**src/rtl/serial_subtractor_if.sv**
```systemverilog
// Handshake and result bundle for serial_subtractor.
// master drives START/A/B and the DUT (slave) returns status and result.
interface serial_subtractor_if #(
    parameter int WIDTH = 8
);
    logic             START;
    logic [WIDTH-1:0] A;
    logic [WIDTH-1:0] B;
    logic             BUSY;
    logic             DONE;
    logic [WIDTH-1:0] D;
    logic             BO;
    logic             OV;

    modport master (
        output START, A, B,
        input  BUSY, DONE, D, BO, OV
    );

    modport slave (
        input  START, A, B,
        output BUSY, DONE, D, BO, OV
    );
endinterface

```
**src/rtl/serial_subtractor.sv**
```systemverilog
// Bit-serial A-B, LSB first, one bit per RUN cycle.
// The result D/BO/OV is registered on FIN entry and held until the next FIN.
module serial_subtractor #(
    parameter int WIDTH = 8
) (
    input  logic                 CLK,
    input  logic                 RST_N,
    serial_subtractor_if.slave   bus
);
    localparam int CW = $clog2(WIDTH);

    typedef enum logic [1:0] {
        IDLE = 2'd0,
        RUN  = 2'd1,
        FIN  = 2'd2
    } state_t;

    state_t           state_q, state_d;
    logic [WIDTH-1:0] a_q, a_d;
    logic [WIDTH-1:0] b_q, b_d;
    logic [WIDTH-1:0] diff_q, diff_d;
    logic             br_q, br_d;
    logic [CW-1:0]    cnt_q, cnt_d;
    logic             amsb_q, amsb_d;
    logic             bmsb_q, bmsb_d;
    logic [WIDTH-1:0] dout_q, dout_d;
    logic             bo_q, bo_d;
    logic             ov_q, ov_d;

    logic             start_acc;
    logic             last_bit;
    logic             dbit;
    logic             br_next;
    logic [WIDTH-1:0] diff_shift;

    assign start_acc  = (state_q != RUN) && bus.START;
    assign last_bit   = (cnt_q == CW'(WIDTH - 1));
    assign dbit       = a_q[0] ^ b_q[0] ^ br_q;
    assign br_next    = (~a_q[0] & b_q[0]) | (~(a_q[0] ^ b_q[0]) & br_q);
    assign diff_shift = {dbit, diff_q[WIDTH-1:1]};

    // State register
    always_ff @(posedge CLK) begin
        if (!RST_N) begin
            state_q <= IDLE;
        end else begin
            state_q <= state_d;
        end
    end

    // Next-state logic
    always_comb begin
        state_d = state_q;
        case (state_q)
            IDLE:    if (bus.START) state_d = RUN;
            RUN:     if (last_bit)  state_d = FIN;
            FIN:     state_d = bus.START ? RUN : IDLE;
            default: state_d = IDLE;
        endcase
    end

    // Output logic
    always_comb begin
        bus.BUSY = (state_q == RUN);
        bus.DONE = (state_q == FIN);
        bus.D    = dout_q;
        bus.BO   = bo_q;
        bus.OV   = ov_q;
    end

    // Datapath next-state; operand sign bits are kept aside since the shifters lose them
    always_comb begin
        a_d    = a_q;
        b_d    = b_q;
        diff_d = diff_q;
        br_d   = br_q;
        cnt_d  = cnt_q;
        amsb_d = amsb_q;
        bmsb_d = bmsb_q;
        dout_d = dout_q;
        bo_d   = bo_q;
        ov_d   = ov_q;
        if (start_acc) begin
            a_d    = bus.A;
            b_d    = bus.B;
            amsb_d = bus.A[WIDTH-1];
            bmsb_d = bus.B[WIDTH-1];
            diff_d = '0;
            br_d   = 1'b0;
            cnt_d  = '0;
        end else if (state_q == RUN) begin
            a_d    = {1'b0, a_q[WIDTH-1:1]};
            b_d    = {1'b0, b_q[WIDTH-1:1]};
            diff_d = diff_shift;
            br_d   = br_next;
            cnt_d  = cnt_q + 1'b1;
            if (last_bit) begin
                dout_d = diff_shift;
                bo_d   = br_next;
                ov_d   = (amsb_q != bmsb_q) && (dbit != amsb_q);
            end
        end
    end

    always_ff @(posedge CLK) begin
        if (!RST_N) begin
            a_q    <= '0;
            b_q    <= '0;
            diff_q <= '0;
            br_q   <= 1'b0;
            cnt_q  <= '0;
            amsb_q <= 1'b0;
            bmsb_q <= 1'b0;
            dout_q <= '0;
            bo_q   <= 1'b0;
            ov_q   <= 1'b0;
        end else begin
            a_q    <= a_d;
            b_q    <= b_d;
            diff_q <= diff_d;
            br_q   <= br_d;
            cnt_q  <= cnt_d;
            amsb_q <= amsb_d;
            bmsb_q <= bmsb_d;
            dout_q <= dout_d;
            bo_q   <= bo_d;
            ov_q   <= ov_d;
        end
    end
endmodule

```
**src/flat_wrapper.sv**
```systemverilog
// flat-port wrapper written by rule: the top's interface ports become plain ports
module serial_subtractor_flat 
#(
    parameter int WIDTH = 8
)
  (CLK, RST_N, bus_START, bus_A, bus_B, bus_BUSY, bus_DONE, bus_D, bus_BO, bus_OV);
  serial_subtractor_if #(.WIDTH(WIDTH)) bus_i ();
  input  logic CLK;
  input  logic RST_N;
  input wire logic [$bits(bus_i.START)-1:0] bus_START;
  input wire logic [$bits(bus_i.A)-1:0] bus_A;
  input wire logic [$bits(bus_i.B)-1:0] bus_B;
  output wire logic [$bits(bus_i.BUSY)-1:0] bus_BUSY;
  output wire logic [$bits(bus_i.DONE)-1:0] bus_DONE;
  output wire logic [$bits(bus_i.D)-1:0] bus_D;
  output wire logic [$bits(bus_i.BO)-1:0] bus_BO;
  output wire logic [$bits(bus_i.OV)-1:0] bus_OV;
  assign bus_i.START = bus_START;
  assign bus_i.A = bus_A;
  assign bus_i.B = bus_B;
  assign bus_BUSY = bus_i.BUSY;
  assign bus_DONE = bus_i.DONE;
  assign bus_D = bus_i.D;
  assign bus_BO = bus_i.BO;
  assign bus_OV = bus_i.OV;
  serial_subtractor #(.WIDTH(WIDTH)) u_core (.CLK(CLK), .RST_N(RST_N), .bus(bus_i));
endmodule
```
**config.mk**
```make
export PLATFORM = sky130hd
export DESIGN_NAME = serial_subtractor_flat
export DESIGN_NICKNAME = d
export VERILOG_FILES = /design/src/rtl/serial_subtractor_if.sv /design/src/rtl/serial_subtractor.sv /design/src/flat_wrapper.sv
export SDC_FILE = /design/constraint.sdc
export NUM_CORES = 1
export LEC_CHECK = 0
export CORE_UTILIZATION = 61
export DETAILED_ROUTE_END_ITERATION = 7
export DONT_BUFFER_PORTS = 1
export PLACE_DENSITY = 0.77
export SKIP_CTS_REPAIR_TIMING = 1
export SYNTH_ARGS = -nofsm -noshare
export SYNTH_HDL_FRONTEND = slang
export SYNTH_SLANG_ARGS = --single-unit
```
**constraint.sdc**
```tcl
create_clock -name CLK -period 2.3 [get_ports CLK]
set_clock_uncertainty 0.2 [all_clocks]
set_input_delay 0.46 -clock CLK [delete_from_list [all_inputs] [get_ports CLK]]
set_output_delay 0.46 -clock CLK [all_outputs]
set_load 0.03 [all_outputs]
```
# Word-level counts from Yosys, hierarchy flattened
# Index checks and enable logic that the tools add are counted.
# word_totals
wordCells	44
in_bits	19
rom_bits	0
out_inout_bits	12
mem_count	0
latchBits	0
reg_bits	42
ram_bits	0
# op_classes
reduce_logical	7
n_addsub	1
bitwise_logic	9
mux	8
n_div	0
eq_ne	8
n_shift	0
mul	0
magnitude_cmp	0
# op_table
op	count
8-bit 2-to-1 mux	4
2-bit case mux with 3 select lines	1
2-bit 2-to-1 mux	2
2-bit by 1-bit != test with 1-bit output, second input constant	2
1-bit NOT	4
3-bit by 1-bit adder with 3-bit output, second input constant	1
3-bit == test, second input constant	1
3-bit AND reduction	1
1-bit bitwise AND	2
2-bit by 1-bit == test with 1-bit output, second input constant	1
2-bit == test, second input constant	1
1-bit logical AND	2
2-bit zero test	1
1-bit != test	2
2-bit != test, second input constant	1
2-bit AND reduction	1
2-bit nonzero test	1
2-bit OR reduction	1
1-bit XOR	2
1-bit 2-to-1 mux	1
1-bit OR	1

# Logic depth before layout (Yosys ltp)
# Gate-level depths: netlist (run 1).
# depth
word_depth	4
depth_mapped	6
mapped_depth_nobuf	5

# Least setup slack after synthesis (run 1)
# OpenSTA, ideal clock, no wires.
# synth_timing
path_kind	register to register
start	reg u_core.b_q[0]
end	reg u_core.ov_q, in the netlist u_core.bus.OV
arrival_time_ps	1469
setup_time_ps	74
path_buffers	0
stages_incl_launch_ff	5
period_less_slack_ps	1743
setup_slack_ps	557
cell_sequence	dfxtp_1 > inv_1 > fa_1 > or3b_2 > a31oi_1
# synth_via
elab_chain_cells	4
# synth_rtl
item	line_no	source
start: declaration	serial_subtractor.sv:20	logic [WIDTH-1:0] b_q, b_d;
start signal: assignment	serial_subtractor.sv:108	b_q <= '0;
start signal: assignment	serial_subtractor.sv:119	b_q <= b_d;
1-bit XOR (2 in series)	serial_subtractor.sv:38	assign dbit = a_q[0] ^ b_q[0] ^ br_q;
net u_core.dbit	serial_subtractor.sv:32	logic dbit;
1-bit != test	serial_subtractor.sv:100	ov_d = (amsb_q != bmsb_q) && (dbit != amsb_q);
1-bit logical AND	serial_subtractor.sv:100	
end signal: assignment	serial_subtractor.sv:127	ov_q <= ov_d;
end: declaration	serial_subtractor.sv:28	logic ov_q, ov_d;
# The timed path passes the listed nets, and every way through them passes these cells.
# A chain may end at the register's enable or synchronous reset.

# Worst setup path in the final report (run 1)
# layout_timing
start	reg u_core.state_q[1]
end	out bus_DONE
# layout_via
elab_chain_cells	1
# layout_rtl
item	line_no	source
start: declaration	serial_subtractor.sv:18	state_t state_q, state_d;
start signal: assignment	serial_subtractor.sv:47	state_q <= state_d;
2-bit == test	serial_subtractor.sv:65	bus.DONE = (state_q == FIN);
end: declaration	flat_wrapper.sv:14	output wire logic [$bits(bus_i.DONE)-1:0] bus_DONE;
# No other way between the ends.

==> results of run 1 <==
sequential cells by signal (all words and copies together) (netlist names):
signal          flops
u_core.a_q          8
u_core.b_q          8
u_core.bus.D        8
u_core.diff_q       7
u_core.cnt_q        3
u_core.state_q      2
u_core.amsb_q       1
u_core.bmsb_q       1
u_core.br_q         1
u_core.bus.BO       1
u_core.bus.OV       1
cell type report:
class / count / area share
Multi-Input combinational cell: 125 / 0.460
Clock buffer: 6 / 0.0280
Timing Repair Buffer: 2 / 0.00821
Clock inverter: 2 / 0.0205
Sequential cell: 41 / 0.449
Inverter: 5 / 0.0130
Tap cell: 31 / 0.0212
cell families after synthesis:
| kind of cell | count (synthesis) |
|---|---|
| AOI/OAI and AO/OA | 42 |
| xor gates and xnor gates | 1 |
| adders and majority gates | 3 |
| buffers and inverters | 17 |
| DFF | 41 |
| muxes | 15 |
| and+or+nand+nor | 64 |
layer usage:
metal  share of wire  wire, um  GRT usage
met1            0.47      1450      0.264
met2            0.46      1420      0.344
met3           0.049       152     0.0668
met4           0.030        94      0.146
met5               0         0          0
layout by cell type, fill, tap and decap left out, drive strengths merged:
cell and n:
bufinv 1, clkbuf 6, o211a 1, and2 1, fa 1, ha 2, a211oi 15, nand3b 2
nand2b 1, xnor2 1, mux2i 15, or3b 1, buf 2, nand3 2, dfxtp 41, a31oi 1
nor2 19, a21oi 19, o21ai 4, o22ai 1, nor2b 1, clkinvlp 1, o211ai 1, and3b 1
inv 5, nand2 36
where the power goes:
part           internal (mW)  total, mW  switching (mW)
Combinational         0.0590      0.145          0.0865
Sequential             0.743      0.762          0.0187
Clock                  0.258      0.502           0.243
Total                   1.06       1.41           0.349
stage by stage:
step	utilization	total power, mW	instance area (um^2)
finish	0.658	1.41	1830
global route	0.658	1.46	1830
CTS	0.658	1.42	1830
detailed placement	0.626	0.924	1740
global placement	0.626	0.917	1740
floorplan	-	0.927	1800
path summary, 6_finish.rpt:
check,startpoint,end,slack [ns],cells after the start
max,u_core.state_q[1]$_SDFFE_PN0P_,bus_DONE,0.39,1
min reg2reg,u_core.diff_q[1]$_SDFFE_PP0P_,u_core.diff_q[1]$_SDFFE_PP0P_,0.28,2
max reg2reg,u_core.b_q[0]$_SDFFE_PN0P_,u_core.bus.OV$_SDFFE_PN0P_,0.47,4
min,RST_N,u_core.b_q[0]$_SDFFE_PN0P_,0.02,1
==> run metrics, run 1 <==
Critical Path AT 1.25 ns; #FFs+latches synth 41; Cells after Synth 183; crit-path max FO 4; Mapped Nets 205; placer congestion estimate 0.729; WP buf/inv 0; RSZ-0062 raised after global routing no; largest net degree at the start of global routing 42; placed insts 204; final worst slack 0.387 ns; Min Hold Slack 0.0226 ns; maximum clock frequency 523 MHz; remaining antenna violation count 0; first-pass GRT wire length 5330 um; initial antenna violation count 0; Vias per Instance 5.88; DR iter-0 viols 32; Inserted Clock Buffers 5; via count 1247; insertion delay of the later-clocked pin in the worst-skew pair 0.37 ns; DIE AREA 0.00318 mm^2; Final min period 1.91 ns; simple-gate portion of the synthesized area 0.150; Ys Warns 0; final setup violation count 0; FP Rows 19; Synth Area in Compound Gates 0.203; Fillers 228; clock sinks 41; share of layout cells above drive strength 1 0.215; Die Span X 56.4 um; Worst-Margin Slew 0.578 ns; die height 56.4 um; CTS tree built; grt ovf 0; core area 0.00278 mm^2; Pleak 0.678 nW; CTS max path bufs 2; Synth cell types 33; crit-path leading delay family simple AND/OR/NAND/NOR gates; routed wire length per instance 14.7 um; Startpoint Class flip-flop; number of diodes 0; nets 202; Max-slew headroom 0.614; status complete, no violations; WL final 3110 um; Peak VDD IR 0.000835 V; most frequent cell after synthesis dfxtp_1; Yosys top cell by area dfxtp_1; register area share after synthesis 0.455; Final HPWL DP 2010 um; number of synthesized flops with an enable pin 0; asr flop ratio synth 0; TritonRoute pass-1 iters 4; Crit Path Category reg2out; number of global-route vias before repair 1208; CP required 1.64 ns; Fin Setup TNS 0 ns; Area growth, synth to finish 1.46%; Boundary Pins 31; ys flop type dfxtp_1; Slew Viols, Final 0; Synth top area share 0.455; Initial Utilization 0.648; clock root buffer clkbuf_4; Power Density 770 mW/mm^2; critical path endpoint category output port; FF+latch area 821 um^2; XOR/XNOR Fraction of Synth Area 0.00486; maxcap violations 0; crit-path cells nor2b_1; Worst Hold Class in2reg; drc violations 0; H-tree level count 2; multi-input logic area 842 um^2; top cells by count, synth dfxtp_1, nand2_1, nor2_1; slowest CP cell nor2b_1; Adder-Cell Fraction of Synth Area 0.0250; I/O Buffers 0; mux contribution to synthesized area 0.0833; largest family of logic cells by synthesized area compound AO/OA/AOI/OAI gates; Avg Synthesized Cell Area 9.85 um^2; clk slew on worst S/H paths 0.13 ns; non-filler cells, final 212; pre-CTS setup slack 0.505 ns; final hold violations 0; synthesized cell area 0.00180 mm^2; synth top area cells dfxtp_1, a211oi_2, mux2i_1; GR Util All Layers 0.221; Period Utilization, post-route 0.832; slowest stage delay, CP 0.50 ns
(Power assumes the default switching activity.)
==> run 2: changes to the inputs <==
--- a/config.mk
+++ b/config.mk
@@ -5,10 +5,10 @@
 export SDC_FILE = /design/constraint.sdc
 export NUM_CORES = 1
 export LEC_CHECK = 0
-export CORE_UTILIZATION = 61
+export CORE_UTILIZATION = 55
 export DETAILED_ROUTE_END_ITERATION = 7
 export DONT_BUFFER_PORTS = 1
-export PLACE_DENSITY = 0.77
+export PLACE_DENSITY = 0.73
 export SKIP_CTS_REPAIR_TIMING = 1
 export SYNTH_ARGS = -nofsm -noshare
 export SYNTH_HDL_FRONTEND = slang
==> constraint.sdc (replaced) <==
create_clock -name CLK -period 1.6 [get_ports CLK]
set_clock_uncertainty 0.2 [all_clocks]
set_input_delay 0.32 -clock CLK [delete_from_list [all_inputs] [get_ports CLK]]
set_output_delay 0.32 -clock CLK [all_outputs]
set_load 0.03 [all_outputs]
==> run 2 against run 1 <==
Net effect: the flow now finishes with violations (negative setup slack); core utilization down 1.6 points; sequential power up 44%; worst hold slack improved by 0.018 ns; critical path depth up 3; flip-flop and latch count did not move; design area is 8.0% higher; routed wire length up 7.9%; die area grew 11%; first-iteration DRC count rose by 13%; non-clock buffer count increased by 12; global-route usage is 1.3 points lower; critical path type is now reg2reg; largest cell class unchanged.
==> run metrics, run 2 (synthesized netlist as in run 1, its figures left out) <==
CP required 1.68 ns (was 1.64 ns); final hold violations 0 (unchanged); H-tree level count 2 (unchanged); CTS tree built (unchanged); CTS max path bufs 2 (unchanged); reg-to-reg startpoint u_core.br_q$_SDFFE_PP0P_ (was u_core.b_q[0]$_SDFFE_PN0P_); first-pass GRT wire length 5440 um (was 5330 um); Pleak 0.746 nW (was 0.678 nW); initial antenna violation count 0 (unchanged); drc violations 0 (unchanged); maximum clock frequency 606 MHz; I/O Buffers 0 (unchanged); crit-path leading delay family adder cells (was simple AND/OR/NAND/NOR gates); Max-slew headroom 0.624 (was 0.614); insertion delay of the later-clocked pin in the worst-skew pair 0.34 ns (was 0.37 ns); RSZ-0062 raised after global routing yes (was no); WL final 3360 um (was 3110 um); remaining antenna violation count 0 (unchanged); slowest stage delay, CP 0.49 ns (was 0.50 ns); Crit Path Category reg2reg (was reg2out); Area growth, synth to finish 9.58% (was 1.46%); GR Util All Layers 0.208 (was 0.221); Hold Crit Start bus_B[0] (was RST_N); Startpoint Class flip-flop (unchanged); Power Density 972 mW/mm^2 (was 770 mW/mm^2); most frequent cells in the layout dfxtp_1, nand2_1, nor2_1 (unchanged); slowest CP cell fa_1 (was nor2b_1); Period Utilization, post-route 1.03; status finished, violations left (was complete, no violations); clock root buffer clkbuf_4 (unchanged); final setup violation count 1 (was 0); critical path endpoint category flip-flop (was output port); routed wire length per instance 14.0 um (was 14.7 um); Boundary Pins 31 (unchanged); Slew Viols, Final 0 (unchanged); core area 0.00308 mm^2 (was 0.00278 mm^2); Final HPWL DP 2180 um (was 2010 um); DIE AREA 0.00351 mm^2 (was 0.00318 mm^2); Vias per Instance 5.53 (was 5.88); clk slew on worst S/H paths 0.11 ns (was 0.13 ns); failing checks negative setup slack; placer congestion estimate 0.747 (was 0.729); Worst Setup SP u_core.br_q$_SDFFE_PP0P_ (was u_core.state_q[1]$_SDFFE_PN0P_); maxcap violations 0 (unchanged); clock sinks 41 (unchanged); number of diodes 0 (unchanged); Final min period 1.65 ns; grt ovf 0 (unchanged); Worst-Margin Slew 0.563 ns (was 0.578 ns); Critical Path AT 1.73 ns (was 1.25 ns); Inserted Clock Buffers 5 (unchanged); fin util 0.642 (was 0.658); die height 59.3 um (was 56.4 um); final worst slack -0.0511 ns (was 0.387 ns); Initial Utilization 0.586 (was 0.648); Die Span X 59.3 um (was 56.4 um); via count 1321 (was 1247); number of global-route vias before repair 1283 (was 1208); crit-path cells inv_2 > fa_1 > or3b_4 > a31oi_1 (was nor2b_1); nets 216 (was 202); largest net degree at the start of global routing 26 (was 42); pre-CTS setup slack -0.0616 ns (was 0.505 ns); crit-path max FO 2 (was 4); TritonRoute pass-1 iters 4 (unchanged); Power Total 1.92 mW (was 1.41 mW); Peak VDD IR 0.000785 V (was 0.000835 V); DR iter-0 viols 36 (was 32); share of layout cells above drive strength 1 0.297 (was 0.215); FP Rows 20 (was 19); commonest non-fill, non-tap cell in the layout dfxtp_1 (unchanged); WP buf/inv 1 (was 0); Worst Hold Class in2reg (unchanged)
[run 2: cell count changes in the layout (fill, tap and decap cells not counted), moves of 2 or more]
cell           before  now
and3b_2             0    2
buf_4               2   10
dlygate4sd3_1       0    4
dfxtp_2             0    3
dfxtp_1            41   37
[run 2: final timing paths]
path	end	slack, ns	cells after the start
setup reg to reg	u_core.bus.OV$_SDFFE_PN0P_	-0.05	4
hold reg to reg	u_core.bus.D[0]$_SDFFE_PN0P_	0.27	2
setup / recovery	u_core.bus.OV$_SDFFE_PN0P_	-0.05	4
hold / removal	u_core.b_q[0]$_SDFFE_PN0P_	0.04	3
[run 2: per-layer routing]
metal,track usage,wire (um),vias up
li1,-,-,650
met1,0.267,1510,623
met2,0.327,1560,39
met3,0.0480,204,9
met4,0.105,81,0
met5,0,0,-
[run 2: power by group]
| group | internal [mW] | switching, mW | total [mW] |
|---|---|---|---|
| registers | 1.07 | 0.0289 | 1.10 |
| logic | 0.106 | 0.139 | 0.245 |
| clock network | 0.255 | 0.323 | 0.578 |
[run 2: tightest hold or removal path, delay by kind of cell]
family          cells  cell delay, ns
simple gates        1            0.04
compound gates      2            0.19
[run 2: final cells by class]
class,instances,area [um^2]
Fill cell,270,1100
Timing Repair inverter,1,6.26
Clock buffer,7,65.1
Tap cell,44,55.1
Inverter,5,26.3
Multi-Input combinational cell,126,875
Sequential cell,41,828
Clock inverter,1,5.00
Timing Repair Buffer,14,115
[run 2: per-stage QoR]
step	hold slack (ns)	TNS (ns)	instance area [um^2]	instances
6_report	0.0402	-0.0511	1980	239
3_3_place_gp	0.247	0	1790	221
4_1_cts	-0.121	-0.406	1860	229
3_5_place_dp	0.249	-0.176	1790	221
5_1_grt	0.0267	-0.120	1980	239
2_1_floorplan	0.232	-0.0145	1810	183
